## config.mk

```make
export PLATFORM = sky130hd
export DESIGN_NAME = rr_8_to_3_encoder
export DESIGN_NICKNAME = d
export VERILOG_FILES = /design/src/rtl/rr_8_to_3_encoder.sv
export SDC_FILE = /design/constraint.sdc
export NUM_CORES = 1
export LEC_CHECK = 0
export CAP_MARGIN = 20
export CORE_MARGIN = 2
export CORE_UTILIZATION = 25
export DETAILED_ROUTE_END_ITERATION = 16
export PLACE_DENSITY = 0.48
export SLEW_MARGIN = 20
export SYNTH_ARGS = -nofsm -noshare
export SYNTH_HDL_FRONTEND = slang
export SYNTH_SLANG_ARGS = --single-unit
```

## constraint.sdc

```tcl
create_clock -name clk -period 11.14 [get_ports clk]
set_input_delay 1.114 -clock clk [delete_from_list [all_inputs] [get_ports clk]]
set_output_delay 1.114 -clock clk [all_outputs]
set_load 0.02 [all_outputs]
```

## src/rtl/rr_8_to_3_encoder.sv

```systemverilog
// Round-robin request encoder: latches per-register request lines into a pending
// set and streams their 3-bit indices over a valid/ready handshake with fair rotation.
module rr_8_to_3_encoder #(
    parameter logic [2:0] RESET_PTR = 3'd0
) (
    input  logic       clk,
    input  logic       reset,
    input  logic [7:0] req,
    input  logic       out_ready,
    output logic       out_valid,
    output logic [2:0] out_addr,
    output logic [7:0] pending,
    output logic [3:0] pending_cnt,
    output logic       merged
);

    logic [7:0] pending_q, pending_d;
    logic [3:0] cnt_q, cnt_d;
    logic       valid_q, valid_d;
    logic [2:0] addr_q, addr_d;
    logic       merged_q, merged_d;
    logic [2:0] ptr_q, ptr_d;

    logic [2:0] sel;
    logic       found;
    logic [2:0] idx;
    logic       has_sel;
    logic       slot_free;
    logic       load;
    logic [7:0] clr;

    // First set pending bit at or after ptr_q, wrapping modulo 8.
    always_comb begin
        sel   = ptr_q;
        found = 1'b0;
        idx   = '0;
        for (int unsigned i = 0; i < 8; i++) begin
            idx = ptr_q + 3'(i);
            if (!found && pending_q[idx]) begin
                sel   = idx;
                found = 1'b1;
            end
        end
    end

    assign has_sel   = |pending_q;
    assign slot_free = !valid_q || out_ready;
    assign load      = slot_free && has_sel;

    always_comb begin
        clr       = '0;
        valid_d   = valid_q;
        addr_d    = addr_q;
        ptr_d     = ptr_q;
        if (load) begin
            clr[sel] = 1'b1;
            valid_d  = 1'b1;
            addr_d   = sel;
            ptr_d    = sel + 3'd1;
        end else if (valid_q && out_ready) begin
            valid_d  = 1'b0;
        end
        // A request on the bit being cleared re-sets it: set wins.
        pending_d = (pending_q & ~clr) | req;
        merged_d  = |(req & pending_q & ~clr);
        cnt_d     = '0;
        for (int unsigned i = 0; i < 8; i++) begin
            cnt_d = cnt_d + 4'(pending_d[i]);
        end
    end

    always_ff @(posedge clk or posedge reset) begin
        if (reset) begin
            pending_q <= '0;
            cnt_q     <= '0;
            valid_q   <= 1'b0;
            addr_q    <= '0;
            merged_q  <= 1'b0;
            ptr_q     <= RESET_PTR;
        end else begin
            pending_q <= pending_d;
            cnt_q     <= cnt_d;
            valid_q   <= valid_d;
            addr_q    <= addr_d;
            merged_q  <= merged_d;
            ptr_q     <= ptr_d;
        end
    end

    assign out_valid   = valid_q;
    assign out_addr    = addr_q;
    assign pending     = pending_q;
    assign pending_cnt = cnt_q;
    assign merged      = merged_q;

endmodule

```

After elaboration in Yosys (flattened, before gate mapping)
Index checks and enable logic that the tools add are counted.
{"block": "word_totals", "wordCells": 93, "latchBits": 0, "rom_bits": 0, "reg_bits": 20, "mem_bits_rw": 0, "memories": 0, "input_bits": 11, "out_inout_bits": 17}
{"block": "classes", "n_addsub": 15, "bitwise": 5, "eq_ne": 0, "order_cmp": 10, "n_div": 0, "mux": 35, "n_reduce_logical": 22, "n_mul": 0, "shifts": 0}
{"cell": "3-bit by 4-bit < comparator with 1-bit output, second input constant", "count": 9}
{"cell": "8-bit bitwise AND", "count": 3}
{"cell": "1-bit binary-select mux with 3-bit select", "count": 8}
{"cell": "3-bit two-way mux", "count": 7}
{"cell": "1-bit two-way mux", "count": 18}
{"cell": "4-bit by 1-bit adder with 4-bit output", "count": 4}
{"cell": "8-bit OR reduction", "count": 2}
{"cell": "3-bit adder, second input constant", "count": 4}
{"cell": "1-bit logical AND", "count": 10}
{"cell": "1-bit zero test", "count": 8}
{"cell": "8-bit two-way mux", "count": 1}
{"cell": "8-bit NOT", "count": 1}
{"cell": "8-bit OR", "count": 1}
{"cell": "3-bit by 1-bit adder with 3-bit output, second input constant", "count": 2}
{"cell": "3-bit by 2-bit adder with 3-bit output, second input constant", "count": 2}
{"cell": "3-bit by 1-bit adder with 4-bit output", "count": 1}
{"cell": "2-bit by 1-bit adder with 3-bit output", "count": 1}
{"cell": "1-bit demux with 3-bit select", "count": 1}
{"cell": "3-bit by 1-bit greater-or-equal comparator with 1-bit output, second input constant", "count": 1}
{"cell": "1-bit by 1-bit adder with 2-bit output", "count": 1}
{"cell": "2-bit nonzero test", "count": 1}
{"cell": "1-bit logical OR", "count": 1}

Logic depth before layout (Yosys ltp)
Gate-level depths: netlist (run 1).
{"block": "logic_depth", "ltp_word": 39, "mapped_depth": 25}

Worst setup path before layout (run 1)
Ideal clock, no wire load.
{"block": "synth_path", "kind": "flip-flop to flip-flop", "startpoint": "register ptr_q[1]", "endpoint": "register cnt_q[2] (netlist: pending_cnt[2])", "setup_slack_ps": 5207, "required_time_ps": 11017, "setup_time_ps": 123, "t_arrival_ps": 5810, "path_stages_with_launch": 26, "cell_sequence": "dfrtp_1 buf_2 inv_1 ha_1 buf_6 buf_6 mux2_4 mux4_2 o21ba_4 nand2_2 or3_4 a41oi_4 buf_6 and2b_2 nand2_1 a21oi_1 fa_1 inv_1 fa_1 inv_1 fa_1 inv_1 ha_1 inv_1 fa_1 xnor2_1"}
{"block": "synth_via", "elab_chain_len": 39, "word_cells_on_any_way": 67}
{"item": "start, declared", "line_no": "22", "text": "logic [2:0] ptr_q, ptr_d;"}
{"item": "start signal, assigned", "line_no": "86", "text": "ptr_q <= ptr_d;"}
{"item": "parallel branches: the longest is 23 deep, another holds 3-bit by 1-bit adder with 3-bit output"}
{"item": "3-bit two-way mux *", "line_no": "39", "text": "if (!found && pending_q[idx]) begin"}
{"item": "3-bit by 4-bit < comparator with 1-bit output (not written as such) / 3-bit by 1-bit greater-or-equal comparator with 1-bit output (equally long branches)", "line_no": "56", "text": "clr[sel] = 1'b1;"}
{"item": "1-bit logical AND (not written as such)", "line_no": "56"}
{"item": "1-bit two-way mux (not written as such)", "line_no": "56"}
{"item": "1-bit demux with 3-bit select *", "line_no": "56"}
{"item": "8-bit two-way mux *", "line_no": "55", "text": "if (load) begin"}
{"item": "8-bit NOT *", "line_no": "64", "text": "pending_d = (pending_q & ~clr) | req;"}
{"item": "8-bit bitwise AND *", "line_no": "64"}
{"item": "8-bit OR *", "line_no": "64"}
{"item": "1-bit by 1-bit adder with 2-bit output", "line_no": "68", "text": "cnt_d = cnt_d + 4'(pending_d[i]);"}
{"item": "2-bit by 1-bit adder with 3-bit output", "line_no": "68"}
{"item": "3-bit by 1-bit adder with 4-bit output", "line_no": "68"}
{"item": "4-bit by 1-bit adder with 4-bit output (3 in series)", "line_no": "68"}
{"item": "4-bit by 1-bit adder with 4-bit output *", "line_no": "68"}
{"item": "via cnt_d[2]", "line_no": "18", "text": "logic [3:0] cnt_q, cnt_d;"}
{"item": "end signal, assigned", "line_no": "82", "text": "cnt_q <= cnt_d;"}
{"item": "end, declared", "line_no": "18"}
Mark *: on every way through the listed nets, which the timed path passes. The select of a mux whose other input is x is not followed.
A chain may end at the register's enable or synchronous reset.

Final worst setup path (run 1)
{"block": "layout_path", "startpoint": "register ptr_q[0]", "endpoint": "register cnt_q[1] (netlist: pending_cnt[1])"}
The elaborated chain is that of the path after synthesis.

==> qor.csv, run 1 <==
metric,value,unit
post_drt_wl_per_cell,17.3,um
vdd_ir_drop_max,158,uV
pin_count,28,
synth_cell_type_count,65,
period_share,0.647,
instances_no_fill,356,
start_util,0.259,
dr.max_layer_used,met4,
cp_cell_sequence,"inv_2, ha_1, mux2_2, mux4_2, a22o_1, or3_1, o221ai_1, nand2_1, or3_1, a21oi_2, fa_1, inv_1, fa_1, inv_1, fa_1, inv_1, ha_1, inv_1, fa_1, inv_1",
met2_length,2.76,mm
status,"finished, final reports clean",
clockBufferDepth,2,
fin_worst_skew,5.10,ps
tightestPinTransition,968,ps
rsz0062_at_grt,false,
drive_above_1_share,0.165,
rows,34,
io_buffers,27,
postCtsSetupBuffers,0,
synth_edf_count,0,
pwr-share-clk,0.086,
setup_viol,0,
fmax,139,MHz
synth_area_leaders,"dfrtp_1, mux4_2, fa_1",
placed_cell_area,0.00255,mm^2
arrival,7370,ps
gp_congestion,0.794,
area.sequential,500,um^2
cts_tree,yes,
routed_wirelength,6.16,mm
cellLeakagePower,0.000921,uW
areaGrowthSynthToFinish,16.1,%
swShare,0.493,
placed_cells,352,
path_common_cell,inv_1,
synth.avg_cell_area,9.56,um^2
cts_root_buf,clkbuf_8,
grt_pass1_wl,10.4,mm
n_fill_cell,908,
critical-path-slowest-cell,dfrtp_1,
tns,0,ps
fin_ws,3930,ps
path_max_fanout,23,
die_w,99.0,um
worstSetupPathType,flop to flop,
grt_max_degree,26,
yosysSeqAreaShare,0.222,
power_density,325,mW/mm^2
nets,269,
async_flop_share,1.00,
synth_top_cell_by_area,dfrtp_1,
p_int,432,uW
yosysWarnings,0,
die_area,0.00980,mm^2
hold_class,flop to flop,
synth-seq-cells,20,
design_area,0.00262,mm^2
netlist_top_cells_count,"dfrtp_1, nand2_1, inv_1, a21oi_1, mux4_2",
met1Wirelength,2.97,mm
met3_length,245,um
fin_crit,7210,ps
grt_pass1_vias,1950,
syn_inst,236,
worstSkewPairLatency,260,ps
slew_headroom,0.354,
dpl_worst_slack,3910,ps
finalHoldViolations,0,
routed_via_density,5.37,
cp.required,11300,ps
endpoint_kind,flop,
drc,0,
num_vias,1912,
drtPass1Iterations,4,
cts_buffers,3,
multiInputGateArea,0.00158,mm^2
seq_power_share,0.225,
syn_nets,256,
coreArea,0.00872,mm^2
finalMaxSlewViolations,0,
drtIter0Drc,81,
antenna_cells,0,
antenna_found_initial,0,
synth-main-ff-cell,dfrtp_1,
ant_nets,0,
start_kind,flop,
cts.htree.levels,1,
cts_hold_buffers,0,
die_h,99.0,um
synth_area,0.00226,mm^2
max_stage_delay,930,ps
path_clk_slew,80,ps
dp_hpwl,4.60,mm
timing.hold.ws,487,ps
grt_overflow,0,
cts_resized,0,
maxCapViolCount,0,
clock-sinks,20,
grtUsageTotal,0.131,
p_comb_frac,0.689,
synth_top_area_frac,0.222,
netSwitchingPower,419,uW
-- final timing paths --
check | start | to | slack, ps | depth (start not counted)
max | ptr_q[0] | pending_cnt[1] | 3930 | 20
min | out_addr[2] | out_addr[2] | 490 | 1
max reg2reg | ptr_q[0] | pending_cnt[1] | 3930 | 20
min reg2reg | out_addr[2] | out_addr[2] | 490 | 1
max in group asynchronous | reset | ptr_q[2] | 9330 | 2
min in group asynchronous | reset | pending[0] | 1310 | 2
-- per-layer routing --
| metal | vias to the layer above | GRT usage |
|---|---|---|
| li1 | 902 | - |
| met2 | 57 | 0.200 |
| met5 | - | 0 |
| met1 | 939 | 0.193 |
| met4 | 0 | 0.0474 |
| met3 | 14 | 0.0106 |
-- area by class of cell --
type                            instances  area share
Multi-Input combinational cell        181       0.604
Clock buffer                            3      0.0158
Tap cell                              108      0.0516
Timing Repair Buffer                   27       0.103
Inverter                               16      0.0229
Clock inverter                          1      0.0115
Sequential cell                        20       0.191
-- through the flow --
step,util,power [uW]
6_report,0.300,851
5_1_grt,0.300,943
4_1_cts,0.300,855
3_5_place_dp,0.292,779
3_3_place_gp,0.292,782
2_1_floorplan,-,654
-- cells by family after synthesis --
logic type | after synthesis | share of synthesized area
and+or+nand+nor | 71 | 0.177
AOI/OAI and AO/OA | 61 | 0.205
buffers and inverters | 35 | 0.0770
muxes | 34 | 0.233
DFF | 20 | 0.222
adders and majority gates | 9 | 0.0632
xor gates and xnor gates | 6 | 0.0233
-- layout by cell type (no fill, tap or decap), types with 7 or more instances in the layout --
cell	n
mux4_2	12
a21oi_1	12
mux2i_1	7
mux2_2	7
nand2_1	20
o21ai_0	10
clkdlybuf4s50_1	27
inv_1	14
a21o_1	8
dfrtp_1	20
-- registers in the layout (all words and copies together) (netlist names) --
| name | count |
|---|---|
| pending | 8 |
| out_addr | 3 |
| ptr_q | 3 |
| out_valid | 1 |
| pending_cnt | 4 |
| merged | 1 |
-- power groups by stage --
stage          Combinational, uW  Clock [uW]  Sequential, uW
2_1_floorplan                501           0             154
3_3_place_gp                 587           0             195
3_5_place_dp                 585           0             194
4_1_cts                      588        74.5             192
5_1_grt                      660        77.9             205
6_report                     586        72.8             192
-- critical path: cells and delay by family (launching register included) --
kind / cells / cell delay, ps
adder cells (fa/ha/maj): 6 / 2620
AO/OA/AOI/OAI: 3 / 1210
flip-flops: 1 / 930
multiplexers: 2 / 910
AND/OR/NAND/NOR: 3 / 900
buffers and inverters: 6 / 550
(Power assumes the default switching activity.)
==> run 2, diff against run 1 <==
==> constraint.sdc (replaced) <==
create_clock -name clk -period 7.54 [get_ports clk]
set_input_delay 0.754 -clock clk [delete_from_list [all_inputs] [get_ports clk]]
set_output_delay 0.754 -clock clk [all_outputs]
set_load 0.02 [all_outputs]
==> run 2 against run 1 <==
Net effect: critical path depth increased by 1; register-to-register slack got worse by 2700 ps; design area increased by 1.4%; cell count increased by 1.4%; combinational power increased by 58%; clock power increased by 48%; hold slack got worse by 4.6 ps; via count increased by 0.42%; clock skew about the same; sequential share of layout area decreased by 0.27 points; critical path type unchanged.
==> qor.csv, run 2 (synthesis results as in run 1) <==
metric,value,unit
instances_no_fill,361,
die_h,99.0,um
start_util,0.259,
cts_hold_buffers,0,
setup_viol,0,
cts_root_buf,clkbuf_8,
timing.rr.start,ptr_q[0],
arrival,6430,ps
path_max_fanout,15,
io_buffers,27,
routed_wirelength,6.13,mm
power_density,480,mW/mm^2
dp_hpwl,4.52,mm
rows,34,
pin_count,28,
slew_headroom,0.440,
worstSetupStartpoint,ptr_q[0],
die_area,0.00980,mm^2
grt_pass1_vias,1916,
start_kind,flop,
cellLeakagePower,0.000945,uW
grt_max_degree,23,
placed_cells,357,
worstSkewPairLatency,260,ps
maxCapViolCount,0,
largest_reg_flops,8,
num_vias,1920,
cts_tree,yes,
gp_congestion,0.875,
status,"finished, final reports clean",
antenna_cells,0,
vdd_ir_drop_max,238,uV
grtUsageTotal,0.130,
cts_buffers,3,
min_from,out_addr[2],
areaGrowthSynthToFinish,17.7,%
coreArea,0.00872,mm^2
drtIter0Drc,106,
fmax,159,MHz
finalHoldViolations,0,
postCtsSetupBuffers,0,
nets,274,
drtPass1Iterations,4,
endpoint_kind,flop,
final_common_cell,clkdlybuf4s50_1,
drive_above_1_share,0.182,
post_drt_wl_per_cell,17.0,um
cts.htree.levels,1,
cts_resized,0,
routed_via_density,5.32,
tns,0,ps
fin_crit,6270,ps
cp.required,7700,ps
die_w,99.0,um
ant_nets,0,
finalMaxSlewViolations,0,
path_clk_slew,80,ps
period_share,0.832,
tightestPinTransition,833,ps
fin_worst_skew,4.70,ps
grt_overflow,0,
drc,0,
grt_pass1_wl,10.2,mm
hold_class,flop to flop,
clock-sinks,20,
antenna_found_initial,0,
worstSetupPathType,flop to flop,
rsz0062_at_grt,false,
layout_common_cells,"clkdlybuf4s50_1, nand2_1, dfrtp_1",
clockBufferDepth,2,
==> run 2: changes by cell type in the layout (fill, tap and decap cells not counted) <==
| cell | delta |
|---|---|
| buf_4 | +5 |
==> run 2: area by class of cell <==
type	instances	area, um^2
Multi-Input combinational cell	181	1580
Timing Repair Buffer	32	308
Clock inverter	1	30.0
Clock buffer	3	41.3
Fill cell	902	6060
Tap cell	108	135
Inverter	16	60.1
Sequential cell	20	500
==> run 2: stage by stage <==
step                hold WS [ps]  setup WS (ps)   util  cell area (um^2)  total power (uW)
floorplan                    590           1610      -              2260               967
global placement             470           1360  0.297              2590              1180
detailed placement           469           1270  0.297              2590              1170
CTS                          492           1260  0.305              2660              1290
global route                 538            806  0.305              2660              1400
finish                       483           1270  0.305              2660              1280
==> run 2: path summary, 6_finish.rpt <==
| kind | endpoint | slack, ps | depth (start not counted) |
|---|---|---|---|
| setup / recovery | pending_cnt[2] | 1270 | 21 |
| setup reg to reg | pending_cnt[2] | 1270 | 21 |
| hold / removal | out_addr[2] | 480 | 1 |
| max in group asynchronous | ptr_q[0] | 6140 | 2 |
| min in group asynchronous | pending[3] | 920 | 2 |
| hold reg to reg | out_addr[2] | 480 | 1 |
==> run 2: power breakdown <==
part	leakage, uW	internal (uW)	total, uW	switching (uW)
Sequential	0.000210	154	242	87.9
Combinational	0.000700	427	925	498
Clock	0.0000357	70.9	108	37.3
Total	0.000945	652	1280	623
==> run 2: routing by layer <==
layer | vias up | GRT usage | part of all wire
met2 | 45 | 0.215 | 0.47
met3 | 12 | 0.0142 | 0.033
met5 | - | 0 | 0
met4 | 0 | 0.0390 | 0.024
met1 | 947 | 0.178 | 0.47
li1 | 916 | - | -
==> run 2: critical path, cell delays in order (launching register included) <==
cell and delay [ps]:
dfrtp_1 370, inv_2 100, ha_1 690, mux2_2 410, mux4_2 490, o22ai_1 410, nand2_2 130, or3_4 420
a41oi_4 350, and2b_2 250, nand2_1 80, a21oi_1 250, fa_1 440, inv_1 80, fa_1 410, inv_1 80
fa_1 410, inv_1 70, ha_1 170, inv_1 60, fa_1 370, xnor2_1 130
